$ cat src/rtl/i2s_pkg.sv
// i2s_pkg: shared types for the I2S FIFO write arbiter.
// Provides the channel enum and the tag-bit position helper.
package i2s_pkg;

    // Channel identity; also the tag value written into the FIFO MSB.
    typedef enum logic {
        CH_LEFT  = 1'b0,
        CH_RIGHT = 1'b1
    } ch_e;

    // The channel tag sits directly above the sample bits.
    function automatic int tag_bit(input int sample_width);
        return sample_width;
    endfunction

endpackage

$ cat src/rtl/i2s_sample_slot.sv
// i2s_sample_slot: one-entry holding slot for one I2S channel.
// Ports: clk, rst_n, capture_i/data_i (new sample), take_i (slot written
// to FIFO), clear_i (drop counter clear), pending_o, data_o, drop_cnt_o.
// Drop counter only exists when I2S_ARB_DROP_CNT_EN is defined.
module i2s_sample_slot
    import i2s_pkg::*;
#(
    parameter int SAMPLE_WIDTH   = 24,
    parameter int DROP_CNT_WIDTH = 16
) (
    input  logic                      clk,
    input  logic                      rst_n,
    input  logic                      capture_i,
    input  logic [SAMPLE_WIDTH-1:0]   data_i,
    input  logic                      take_i,
    input  logic                      clear_i,
    output logic                      pending_o,
    output logic [SAMPLE_WIDTH-1:0]   data_o,
    output logic [DROP_CNT_WIDTH-1:0] drop_cnt_o
);

    logic                    r_pending;
    logic [SAMPLE_WIDTH-1:0] r_data;

    // A capture wins over a take: the old word leaves, the new one stays.
    always_ff @(posedge clk or negedge rst_n) begin
        if (!rst_n) begin
            r_pending <= 1'b0;
            r_data    <= '0;
        end else begin
            if (capture_i) begin
                r_pending <= 1'b1;
                r_data    <= data_i;
            end else if (take_i) begin
                r_pending <= 1'b0;
            end
        end
    end

    assign pending_o = r_pending;
    assign data_o    = r_data;

`ifdef I2S_ARB_DROP_CNT_EN
    logic                      w_drop;
    logic [DROP_CNT_WIDTH-1:0] r_drop_cnt;

    // Overwriting a sample that is not leaving this cycle loses it.
    assign w_drop = capture_i & r_pending & ~take_i;

    always_ff @(posedge clk or negedge rst_n) begin
        if (!rst_n) begin
            r_drop_cnt <= '0;
        end else if (clear_i) begin
            r_drop_cnt <= '0;
        end else if (w_drop && (r_drop_cnt != '1)) begin
            r_drop_cnt <= r_drop_cnt + 1'b1;
        end
    end

    assign drop_cnt_o = r_drop_cnt;
`else
    logic w_unused_clear;

    assign w_unused_clear = clear_i;
    assign drop_cnt_o     = '0;
`endif

endmodule

$ cat src/rtl/i2s_fifo_write_arbiter.sv
// i2s_fifo_write_arbiter: round-robin sharing of one FIFO write port
// between the left and right I2S capture paths.
// Ports: clk, rst_n, enable_i, left/right valid+data, fifo_full_i,
// fifo_wr_en_o, fifo_write_data_o ({tag, sample}), clear_drop_i,
// left/right_drop_cnt_o, busy_o. Optional macro: I2S_ARB_DROP_CNT_EN.
module i2s_fifo_write_arbiter
    import i2s_pkg::*;
#(
    parameter int SAMPLE_WIDTH   = 24,
    parameter int DROP_CNT_WIDTH = 16
) (
    input  logic                      clk,
    input  logic                      rst_n,
    input  logic                      enable_i,
    input  logic                      left_valid_i,
    input  logic [SAMPLE_WIDTH-1:0]   left_data_i,
    input  logic                      right_valid_i,
    input  logic [SAMPLE_WIDTH-1:0]   right_data_i,
    input  logic                      fifo_full_i,
    output logic                      fifo_wr_en_o,
    output logic [SAMPLE_WIDTH:0]     fifo_write_data_o,
    input  logic                      clear_drop_i,
    output logic [DROP_CNT_WIDTH-1:0] left_drop_cnt_o,
    output logic [DROP_CNT_WIDTH-1:0] right_drop_cnt_o,
    output logic                      busy_o
);

    localparam int TAG_BIT = tag_bit(SAMPLE_WIDTH);

    logic                    w_left_pending;
    logic                    w_right_pending;
    logic [SAMPLE_WIDTH-1:0] w_left_data;
    logic [SAMPLE_WIDTH-1:0] w_right_data;
    logic                    w_wr_en;
    ch_e                     w_grant;
    ch_e                     r_last_grant;
    logic [SAMPLE_WIDTH:0]   w_wdata;

    i2s_sample_slot #(
        .SAMPLE_WIDTH   (SAMPLE_WIDTH),
        .DROP_CNT_WIDTH (DROP_CNT_WIDTH)
    ) u_left (
        .clk        (clk),
        .rst_n      (rst_n),
        .capture_i  (left_valid_i & enable_i),
        .data_i     (left_data_i),
        .take_i     (w_wr_en & (w_grant == CH_LEFT)),
        .clear_i    (clear_drop_i),
        .pending_o  (w_left_pending),
        .data_o     (w_left_data),
        .drop_cnt_o (left_drop_cnt_o)
    );

    i2s_sample_slot #(
        .SAMPLE_WIDTH   (SAMPLE_WIDTH),
        .DROP_CNT_WIDTH (DROP_CNT_WIDTH)
    ) u_right (
        .clk        (clk),
        .rst_n      (rst_n),
        .capture_i  (right_valid_i & enable_i),
        .data_i     (right_data_i),
        .take_i     (w_wr_en & (w_grant == CH_RIGHT)),
        .clear_i    (clear_drop_i),
        .pending_o  (w_right_pending),
        .data_o     (w_right_data),
        .drop_cnt_o (right_drop_cnt_o)
    );

    assign w_wr_en = (w_left_pending | w_right_pending) & ~fifo_full_i;

    // On a tie, serve whichever channel was not served last.
    always_comb begin
        w_grant = CH_LEFT;
        if (w_left_pending && w_right_pending) begin
            w_grant = (r_last_grant == CH_LEFT) ? CH_RIGHT : CH_LEFT;
        end else if (w_right_pending) begin
            w_grant = CH_RIGHT;
        end
    end

    // Reset value CH_RIGHT makes left win the first tie.
    always_ff @(posedge clk or negedge rst_n) begin
        if (!rst_n) begin
            r_last_grant <= CH_RIGHT;
        end else if (w_wr_en) begin
            r_last_grant <= w_grant;
        end
    end

    always_comb begin
        w_wdata = '0;
        if (w_wr_en) begin
            w_wdata[TAG_BIT] = w_grant;
            w_wdata[TAG_BIT-1:0] = (w_grant == CH_RIGHT) ? w_right_data
                                                         : w_left_data;
        end
    end

    assign fifo_wr_en_o      = w_wr_en;
    assign fifo_write_data_o = w_wdata;
    assign busy_o            = w_left_pending | w_right_pending;

endmodule

$ cat config.mk
export PLATFORM = sky130hd
export DESIGN_NAME = i2s_fifo_write_arbiter
export DESIGN_NICKNAME = d
export VERILOG_FILES = /design/src/rtl/i2s_pkg.sv /design/src/rtl/i2s_sample_slot.sv /design/src/rtl/i2s_fifo_write_arbiter.sv
export SDC_FILE = /design/constraint.sdc
export NUM_CORES = 1
export LEC_CHECK = 0
export ABC_AREA = 1
export CORE_ASPECT_RATIO = 1.4
export CORE_MARGIN = 2
export CORE_UTILIZATION = 60
export DETAILED_ROUTE_END_ITERATION = 7
export DONT_BUFFER_PORTS = 1
export PLACE_DENSITY = 0.73
export SYNTH_ARGS = -nofsm -noshare
export SYNTH_HDL_FRONTEND = slang
export SYNTH_SLANG_ARGS = --single-unit
export TNS_END_PERCENT = 20
$ cat constraint.sdc
create_clock -name clk -period 3.3 [get_ports clk]
set_input_delay 0.825 -clock clk [delete_from_list [all_inputs] [get_ports clk]]
set_output_delay 0.825 -clock clk [all_outputs]
set_load 0.01 [all_outputs]
==> metrics.cfg <==
[outcome]
status = finished clean

[synth]
synth_compound_area_share_pct = 0.185
ys_types = 18
synth_area_leaders = dfrtp_1 (46%), nand2_1 (21%), nand3_1 (11%)
ys_seq_elements = 51
synth_area_mm2 = 0.00270
yosysTopAreaCellShare_pct = 46.3
synth_xor_xnor_area_share_pct = 0
synth_top_area_cell = dfrtp_1
synthAdderAreaFrac_pct = 0
ys.warnings.count = 0
synthSimpleGateAreaFrac_pct = 38.6
syn_inst = 337
avgSynthCellArea_um2 = 8.01
muxShareOfSynthArea_pct = 0
synth_top_family_by_area = simple AND/OR/NAND/NOR gates
yosysSeqAreaShare_pct = 47.3

[timing]
setup_viol = 0
fin_crit_sh_pct = 78.7
timing.fmax_mhz = 385
setup_tns_ns = 0
slew-limit-headroom_pct = 38.6
hold_viol_final = 0
finalHoldWorstSlack_ns = 0.210
skew_ns = 0.00610
layout_min_cycle_time_ns = 2.60
finalMaxSlewViolations = 0
tightest_slew_ns = 0.918
rsz0062_at_grt = false

[final_layout]
fin_nets = 380
drive_gt1_share_pct = 7.67
design_area_mm2 = 0.00265
n_fill_cell = 419
final_util_pct = 61.9
syn2layout_area_growth_pct = -2.04
n_antenna_cell = 0

[placed_design]
placed_area_mm2 = 0.00254
port_buffers = 0
gp_congestion = 0.728
dpl.hpwl_um = 3520

[worst_setup_path]
crit_path_frequent_cell = nand2_1
r2r_start = r_last_grant
startpoint_type = flip-flop
r2r_end = u_left.pending_o
path_max_fanout = 26
crit_family = simple AND/OR/NAND/NOR gates
worst_path_max_delay_cell = dfrtp_1
slowest_delay_ns = 0.42
critPathRequiredTime_ns = 2.47
crit_buf_inv = 0
rr_worst_depth = 5
setup.worst_path.end_class = primary output
worstPathCellList = nand2_1 -> nand2_4 -> nor2_8 -> nand2_1 -> nand2_1
arrival_ns = 1.77
r2r_setup_slack_ns = 2.00
crit_type = flip-flop to primary output

[clock_network]
htree_levels = 2
root_buffer = clkbuf_8
cts_tree = done
clock-sinks = 51
ctsHoldBuffers = 0
cts_buffer_depth = 2
path_clk_slew_ns = 0.09
cts_resized = 0
clk_latency_ns = 0.30
cts_setup_buffers = 0
cts_buffers = 5

[global_route]
grt-ovfl-total = 0
track_usage_pct = 23.2
antenna_found_initial = 0
grt_first_pass_wirelength_um = 9110
grt_max_degree = 52
grt_pass1_vias = 2029

[drt]
wl_per_cell_um = 14.6
vias = 2039
ant_nets = 0
dr.first_iter.drc_count = 95
wirelength_um = 5620
firstDrtPassIters = 4
drc = 0
viasPerCell = 5.28

[floorplan]
die-area_mm2 = 0.00506
rows = 28
die_h_um = 83.4
ios = 114
core_area_mm2 = 0.00427
initial_core_util_pct = 63.2
die_x_um = 60.7

[power_and_ir_drop]
vdd_drop_max_mv = 0.398
p_per_area_mw_per_mm2 = 597
leakagePower_nw = 1.46
total_power_mw = 1.58

[hold_path]
hold_path_class = input port to async pin

[run]
maxCapViolCount = 0

[through the flow]
step / worst slack (ns) / instances
after CTS: 0.666 / 386
after detailed placement: 0.774 / 378
after global placement: 0.780 / 378
after global routing: 0.563 / 386
after floorplan: 1.15 / 368
final: 0.703 / 386
[cell usage in the layout, fill, tap and decap left out, drive strengths merged]
| cell type | n |
|---|---|
| buf | 3 |
| clkbuf | 8 |
| conb | 32 |
| dfrtp | 50 |
| dfstp | 1 |
| inv | 1 |
| nand2 | 154 |
| nand3 | 72 |
| nand3b | 1 |
| nor2 | 3 |
| o21ai | 1 |
[sequential cells by signal, summed over array words and instances, names as in the netlist]
signal,cells
u_right.pending_o,1
u_right.data_o,24
u_left.pending_o,1
u_left.data_o,24
r_last_grant,1
[power by group]
part	internal [mW]	switching, mW	total (mW)
combinational	0.109	0.311	0.420
clock	0.192	0.193	0.385
sequential	0.718	0.0565	0.774
[cells by family after synthesis]
kind of cell | after synthesis
other | 1
buffers and inverters | 54
flip-flops | 51
AND/OR/NAND/NOR | 230
AO/OA/AOI/OAI | 1
[worst max-delay path by stage]
stage | start | endpoint | slack [ns] | cells after the start
finish | u_left.pending_o | fifo_write_data_o[3] | 0.70 | 5
floorplan | fifo_full_i | fifo_write_data_o[15] | 1.15 | 4
CTS | u_left.pending_o | fifo_write_data_o[3] | 0.67 | 5
global placement | fifo_full_i | fifo_write_data_o[4] | 0.78 | 4
global route | u_left.pending_o | fifo_write_data_o[14] | 0.56 | 5
detailed placement | fifo_full_i | fifo_write_data_o[4] | 0.77 | 4
[cell usage after synthesis]
cell / count
nand3b_1: 1
buf_8: 1
buf_6: 2
buf_2: 10
nand3_1: 62
conb_1: 1
dfstp_2: 1
nand3_2: 10
dfrtp_1: 50
nand2_4: 1
nand2_1: 153
nor2_8: 1
o21ai_0: 1
clkbuf_1: 5
nor2_4: 1
nor2_2: 1
buf_4: 35
inv_1: 1
[metal layers]
metal	GRT usage (%)	up-vias	routed length [um]
li1	-	980	-
met1	26.6	978	2230
met5	0	-	0
met2	41.5	77	3000
met3	5.61	4	357
met4	5.93	0	40
[layout make-up]
class / instances / area (um2) / area share (%)
sequential: 51 / 1280 / 48.3
inverter: 1 / 3.75 / 0.142
multi-input combinational: 263 / 1170 / 44.1
clock buffer: 8 / 100 / 3.78
tap: 60 / 75.1 / 2.84
timing repair buffer: 3 / 22.5 / 0.851
(Power assumes the default switching activity.)
